<file path="config.mk">
export PLATFORM = sky130hd
export DESIGN_NAME = mult_bcd_engine
export DESIGN_NICKNAME = d
export VERILOG_FILES = /design/src/rtl/mult_bcd_engine.sv
export SDC_FILE = /design/constraint.sdc
export NUM_CORES = 1
export LEC_CHECK = 0
export BUFFER_PORTS_ARGS = -buffer_cell sky130_fd_sc_hd__buf_2
export CORE_ASPECT_RATIO = 0.75
export CORE_UTILIZATION = 55
export CTS_CLUSTER_DIAMETER = 100
export DETAILED_ROUTE_END_ITERATION = 6
export PLACE_DENSITY = 0.75
export SLEW_MARGIN = 20
export SYNTH_ARGS = -nofsm -noshare
export SYNTH_HDL_FRONTEND = slang
export SYNTH_SLANG_ARGS = --single-unit
</file>
<file path="constraint.sdc">
create_clock -name clk -period 3.8 [get_ports clk]
set_input_delay 0.38 -clock clk [delete_from_list [all_inputs] [get_ports clk]]
set_output_delay 0.38 -clock clk [all_outputs]
set_load 0.02 [all_outputs]
</file>
<file path="src/rtl/mult_bcd_engine.sv">
// rtl/mult_bcd_engine.sv - handshaked signed Booth multiplier with double-dabble BCD conversion (optional MULT_BCD_BLANK_EN)
module mult_bcd_engine #(
    parameter int WIDTH = 8,
    parameter int NDIG  = 5
) (
    input  logic                 clk,
    input  logic                 rst,
    input  logic                 in_valid,
    output logic                 in_ready,
    input  logic [WIDTH-1:0]     op_a,
    input  logic [WIDTH-1:0]     op_b,
    input  logic [1:0]           sel,
    output logic                 out_valid,
    input  logic                 out_ready,
    output logic [2*WIDTH-1:0]   product,
    output logic [4*NDIG-1:0]    digits,
    output logic                 neg,
    output logic                 busy
);

    localparam int PW = 2 * WIDTH;
    localparam int CW = $clog2(PW + 1);

    function automatic int dec_digits(input int bits);
        logic [127:0] v;
        int           n;
        v = 128'd1 << bits;
        n = 0;
        while (v != 128'd0) begin
            v = v / 128'd10;
            n++;
        end
        return n;
    endfunction

    if (NDIG < dec_digits(2 * WIDTH - 2)) begin : g_ndig_check
        $error("NDIG too small for WIDTH");
    end

    typedef enum logic [2:0] {IDLE, MULT, ABS, CONV, HOLD} state_t;
    state_t state, state_nxt;

    logic [WIDTH-1:0]  a_r, b_r;
    logic [1:0]        sel_r;
    logic [WIDTH:0]    acc_p;
    logic [WIDTH-1:0]  acc_q;
    logic              acc_qm1;
    logic [PW-1:0]     prod_r, mag_r;
    logic              neg_r;
    logic [4*NDIG-1:0] bcd_r;
    logic [CW-1:0]     cnt;

    logic [WIDTH:0]    a_ext, p_sum, p_nxt;
    logic [WIDTH-1:0]  q_nxt;
    logic [PW-1:0]     sel_val, sel_mag;
    logic              sel_neg;
    logic [4*NDIG-1:0] bcd_adj, bcd_shift, digits_fmt;
    logic              mult_last, conv_last;

    assign in_ready  = (state == IDLE);
    assign busy      = (state != IDLE);
    assign mult_last = (cnt == CW'(WIDTH - 1));
    assign conv_last = (cnt == CW'(PW - 1));

    // Booth step: P carries one guard bit so -2^(W-1) can be subtracted without overflow
    assign a_ext = {a_r[WIDTH-1], a_r};
    always_comb begin
        case ({acc_q[0], acc_qm1})
            2'b01:   p_sum = acc_p + a_ext;
            2'b10:   p_sum = acc_p - a_ext;
            default: p_sum = acc_p;
        endcase
        p_nxt = {p_sum[WIDTH], p_sum[WIDTH:1]};
        q_nxt = {p_sum[0], acc_q[WIDTH-1:1]};
    end

    always_comb begin
        case (sel_r)
            2'b01:   sel_val = {{WIDTH{a_r[WIDTH-1]}}, a_r};
            2'b10:   sel_val = {{WIDTH{b_r[WIDTH-1]}}, b_r};
            default: sel_val = prod_r;
        endcase
        sel_neg = sel_val[PW-1];
        sel_mag = sel_neg ? (PW'(0) - sel_val) : sel_val;
    end

    always_comb begin
        bcd_adj = bcd_r;
        for (int i = 0; i < NDIG; i++) begin
            if (bcd_r[4*i +: 4] >= 4'd5)
                bcd_adj[4*i +: 4] = bcd_r[4*i +: 4] + 4'd3;
        end
        bcd_shift  = {bcd_adj[4*NDIG-2:0], mag_r[PW-1]};
        digits_fmt = bcd_shift;
`ifdef MULT_BCD_BLANK_EN
        begin
            logic lead;
            lead = 1'b1;
            for (int i = NDIG - 1; i >= 1; i--) begin
                if (lead && bcd_shift[4*i +: 4] == 4'd0)
                    digits_fmt[4*i +: 4] = 4'hF;
                else
                    lead = 1'b0;
            end
        end
`endif
    end

    always_ff @(posedge clk or negedge rst) begin
        if (!rst)
            state <= IDLE;
        else
            state <= state_nxt;
    end

    always_comb begin
        state_nxt = state;
        case (state)
            IDLE:    if (in_valid)  state_nxt = MULT;
            MULT:    if (mult_last) state_nxt = ABS;
            ABS:                    state_nxt = CONV;
            CONV:    if (conv_last) state_nxt = HOLD;
            HOLD:    if (out_ready) state_nxt = IDLE;
            default:                state_nxt = IDLE;
        endcase
    end

    always_ff @(posedge clk or negedge rst) begin
        if (!rst) begin
            a_r       <= '0;
            b_r       <= '0;
            sel_r     <= '0;
            acc_p     <= '0;
            acc_q     <= '0;
            acc_qm1   <= 1'b0;
            prod_r    <= '0;
            mag_r     <= '0;
            neg_r     <= 1'b0;
            bcd_r     <= '0;
            cnt       <= '0;
            product   <= '0;
            digits    <= '0;
            neg       <= 1'b0;
            out_valid <= 1'b0;
        end else begin
            case (state)
                IDLE: if (in_valid) begin
                    a_r     <= op_a;
                    b_r     <= op_b;
                    sel_r   <= sel;
                    acc_p   <= '0;
                    acc_q   <= op_b;
                    acc_qm1 <= 1'b0;
                    cnt     <= '0;
                end
                MULT: begin
                    acc_p   <= p_nxt;
                    acc_q   <= q_nxt;
                    acc_qm1 <= acc_q[0];
                    cnt     <= cnt + CW'(1);
                    if (mult_last)
                        prod_r <= {p_nxt[WIDTH-1:0], q_nxt};
                end
                ABS: begin
                    neg_r <= sel_neg;
                    mag_r <= sel_mag;
                    bcd_r <= '0;
                    cnt   <= '0;
                end
                CONV: begin
                    bcd_r <= bcd_shift;
                    mag_r <= {mag_r[PW-2:0], 1'b0};
                    cnt   <= cnt + CW'(1);
                    if (conv_last) begin
                        digits    <= digits_fmt;
                        product   <= prod_r;
                        neg       <= neg_r;
                        out_valid <= 1'b1;
                    end
                end
                HOLD: if (out_ready) out_valid <= 1'b0;
                default: ;
            endcase
        end
    end

endmodule

</file>
==> impl_metrics.py <==
metrics = {
    "timing": {
        "slew_violations": 0,
        "fin_hold_ws_ns": -0.01625,
        "rsz0062_at_grt": "false",
        "period_minus_slack_ns": 2.989,
        "setup_tns_ns": 0,
        "worstMarginPinSlew_ns": 1.073,
        "hold_viol_final": 6,
        "post-route-period-util_pct": 78.65,
        "timing.fmax_mhz": 334.6,
        "fin_skew_ns": 0.009669,
        "finalSetupViolCount": 0,
        "relSlewSlack_pct": 28.31,
    },
    "setup_path": {
        "path_max_fanout": 9,
        "start_kind": "flip-flop",
        "required_ns": 4.07,
        "end_kind": "flip-flop",
        "critPathArrivalTime_ns": 3.25,
        "critical_path_class": "reg2reg",
    },
    "power": {
        "p_leak_nw": 3.764,
        "power_frac_seq_pct": 30.7,
        "power_density_nw_per_um2": 1048,
        "ir_worst_vdd_mv": 0.6920,
        "comb_power_share_pct": 48.0,
        "p_int_mw": 4.703,
        "clockPowerShare_pct": 21.3,
        "switching_share_pct": 43.09,
        "p_switching_mw": 3.561,
    },
    "synth": {
        "syn-mean-instance-area_sq_um": 9.924,
        "synth_flop_cell": "dfrtp_1",
        "mappedNetlistNets": 736,
        "syn_area_sq_um": 6828,
        "yosysSeqAreaShare_pct": 49.11,
        "ys_top_cells_by_count": "dfrtp_1, nand2_1, o21ai_0, mux2_2, a21oi_1",
        "ys_top_cells_by_area": "dfrtp_1, mux2_2, nand2_1, ha_1, o21ai_0",
        "yosys.cell_count.top_type": "dfrtp_1",
        "synth_cell_type_count": 56,
        "synth_edf_count": 0,
        "synth-async-reset-ratio_pct": 100.0,
        "syn_inst": 688,
        "ys_ff_latch": 134,
        "yosys_warnings": 0,
        "post-synth-top-area-fraction_pct": 49.11,
        "synth_area_leader_cell": "dfrtp_1",
    },
    "outcome": {
        "failed_checks": "negative hold slack",
        "status": "finished with violations",
    },
    "floorplanning": {
        "fp-row-count": 34,
        "io_pins": 62,
        "coreArea_sq_um": 11830,
        "initial_utilization_pct": 57.73,
        "die_h_um": 98.49,
        "die_area_sq_um": 12870,
        "die_x_um": 130.7,
    },
    "cts": {
        "ctsHoldBuffers": 0,
        "cts_setup_buffers": 0,
        "h-tree-depth": 4,
        "cts_root_buffer": "clkbuf_16",
        "numClockSinks": 134,
        "clock_path_buffers": 2,
        "numCtsBuffers": 17,
        "clk_pin_slew_ns": 0.06,
        "cts_resized": 0,
        "clk_latency_ns": 0.42,
        "cts_tree": "built",
    },
    "cells_and_area": {
        "seq_area_sq_um": 3353,
        "diodes": 0,
        "utilization_pct": 66.66,
        "nets": 788,
        "fillers": 908,
        "multi_input_area_sq_um": 3189,
        "syn2layout_area_growth_pct": 15.47,
        "drive_gt1_share_pct": 21.25,
    },
    "placement": {
        "place.gp.congestion": 0.9263,
        "place_hpwl_mm": 10.94,
        "portBuffers": 61,
    },
    "drt": {
        "routedWlPerCell_um": 17.43,
        "viasPerCell": 5.798,
        "drt_iter0_drc": 407,
        "vias": 5305,
        "drc": 0,
        "drt_pass1_iterations": 5,
        "drt-total-wl_mm": 15.95,
        "final_antenna_net_count": 0,
    },
    "global_routing": {
        "grt_pass1_wl_mm": 26.54,
        "grt_use_total_pct": 27.04,
        "grt_max_degree": 79,
        "grt_pass1_vias": 5217,
        "globalRouteOverflowTotal": 0,
        "antenna_found_initial": 0,
    },
    "flow_run": {
        "drv_cap": 0,
    },
    "hold_path": {
        "hp-class": "in2async",
    },
}
flip-flops by register name, summed over array words and instances (netlist names), 2 cells and up:
signal   flops
prod_r      16
state        3
a_r          8
digits      20
b_r          8
bcd_r       20
mag_r       16
acc_q        8
sel_r        2
product     16
cnt          5
acc_p        8
final cells by class:
| type | instances | share of cell area [%] |
|---|---|---|
| Tap cell | 162 | 2.571 |
| Timing Repair Buffer | 69 | 4.714 |
| Inverter | 34 | 1.619 |
| Sequential cell | 134 | 42.53 |
| Multi-Input combinational cell | 484 | 40.45 |
| Clock inverter | 14 | 2.539 |
| Clock buffer | 18 | 5.571 |
metal layers:
metal | wire [um] | share of wire, % | vias to the layer above | GRT usage [%]
li1 | - | - | 2518 | -
met1 | 7529 | 47 | 2642 | 38.15
met2 | 7580 | 48 | 119 | 41.68
met3 | 596 | 3.7 | 26 | 5.809
met4 | 242 | 1.5 | 0 | 8.930
met5 | 0 | 0 | - | 0
cell usage in the layout (no fill, tap or decap), types with 18 or more instances in the layout:
cell and count:
dfrtp_1 134, xnor2_1 18, buf_2 60, inv_1 34
a21oi_1 42, o22ai_1 24, nor2_1 39, mux2_2 43
o21ai_0 56, nand2_1 94, ha_1 25
power by group through the flow:
stage                     combinational (mW)  sequential (mW)  clock, mW
after floorplan                         2.99             2.48          0
after global placement                  3.76             2.50          0
after detailed placement                3.90             2.54          0
after CTS                               3.95             2.52       1.78
after global routing                    4.41             2.61       1.85
final                                   3.97             2.53       1.76
critical path, stage by stage (launching register included):
cell and delay, ns:
dfrtp_1 0.36, inv_1 0.08, ha_1 0.32, mux2_2 0.41
fa_1 0.41, nor2b_1 0.21, o2111ai_1 0.16, and3_1 0.19
o31ai_1 0.18, nor3b_2 0.29, xnor2_1 0.14, o21ai_0 0.08
stage by stage:
stage	total power, mW	setup slack [ns]	instance area [sq um]	instances
after detailed placement	6.432	0.8651	7244	883
after floorplan	5.472	1.059	6828	688
after CTS	8.253	0.8444	7884	915
after global routing	8.861	0.4867	7884	915
final	8.264	0.8112	7884	915
after global placement	6.257	0.9967	7244	883
logic make-up after synthesis:
| kind of cell | count (synthesis) | synth area share, % |
|---|---|---|
| mux | 50 | 8.118 |
| fa+ha+maj | 26 | 4.874 |
| compound gates | 181 | 16.22 |
| flops | 134 | 49.11 |
| simple gates | 200 | 13.96 |
| xor+xnor | 27 | 3.463 |
| buf+inv | 70 | 4.251 |
final timing paths:
check | start | end | slack (ns) | depth (start not counted)
worst min-delay path | rst | acc_q[1] | -0.02 | 1
max in group asynchronous | rst | acc_p[1] | 2.92 | 2
worst min register to register | digits[7] | digits[7] | 0.47 | 2
worst max register to register | acc_qm1 | prod_r[15] | 0.81 | 11
worst max-delay path | acc_qm1 | prod_r[15] | 0.81 | 11
min in group clk | out_ready | state[2] | 0.15 | 2
Power figures use the tool's default switching activity.
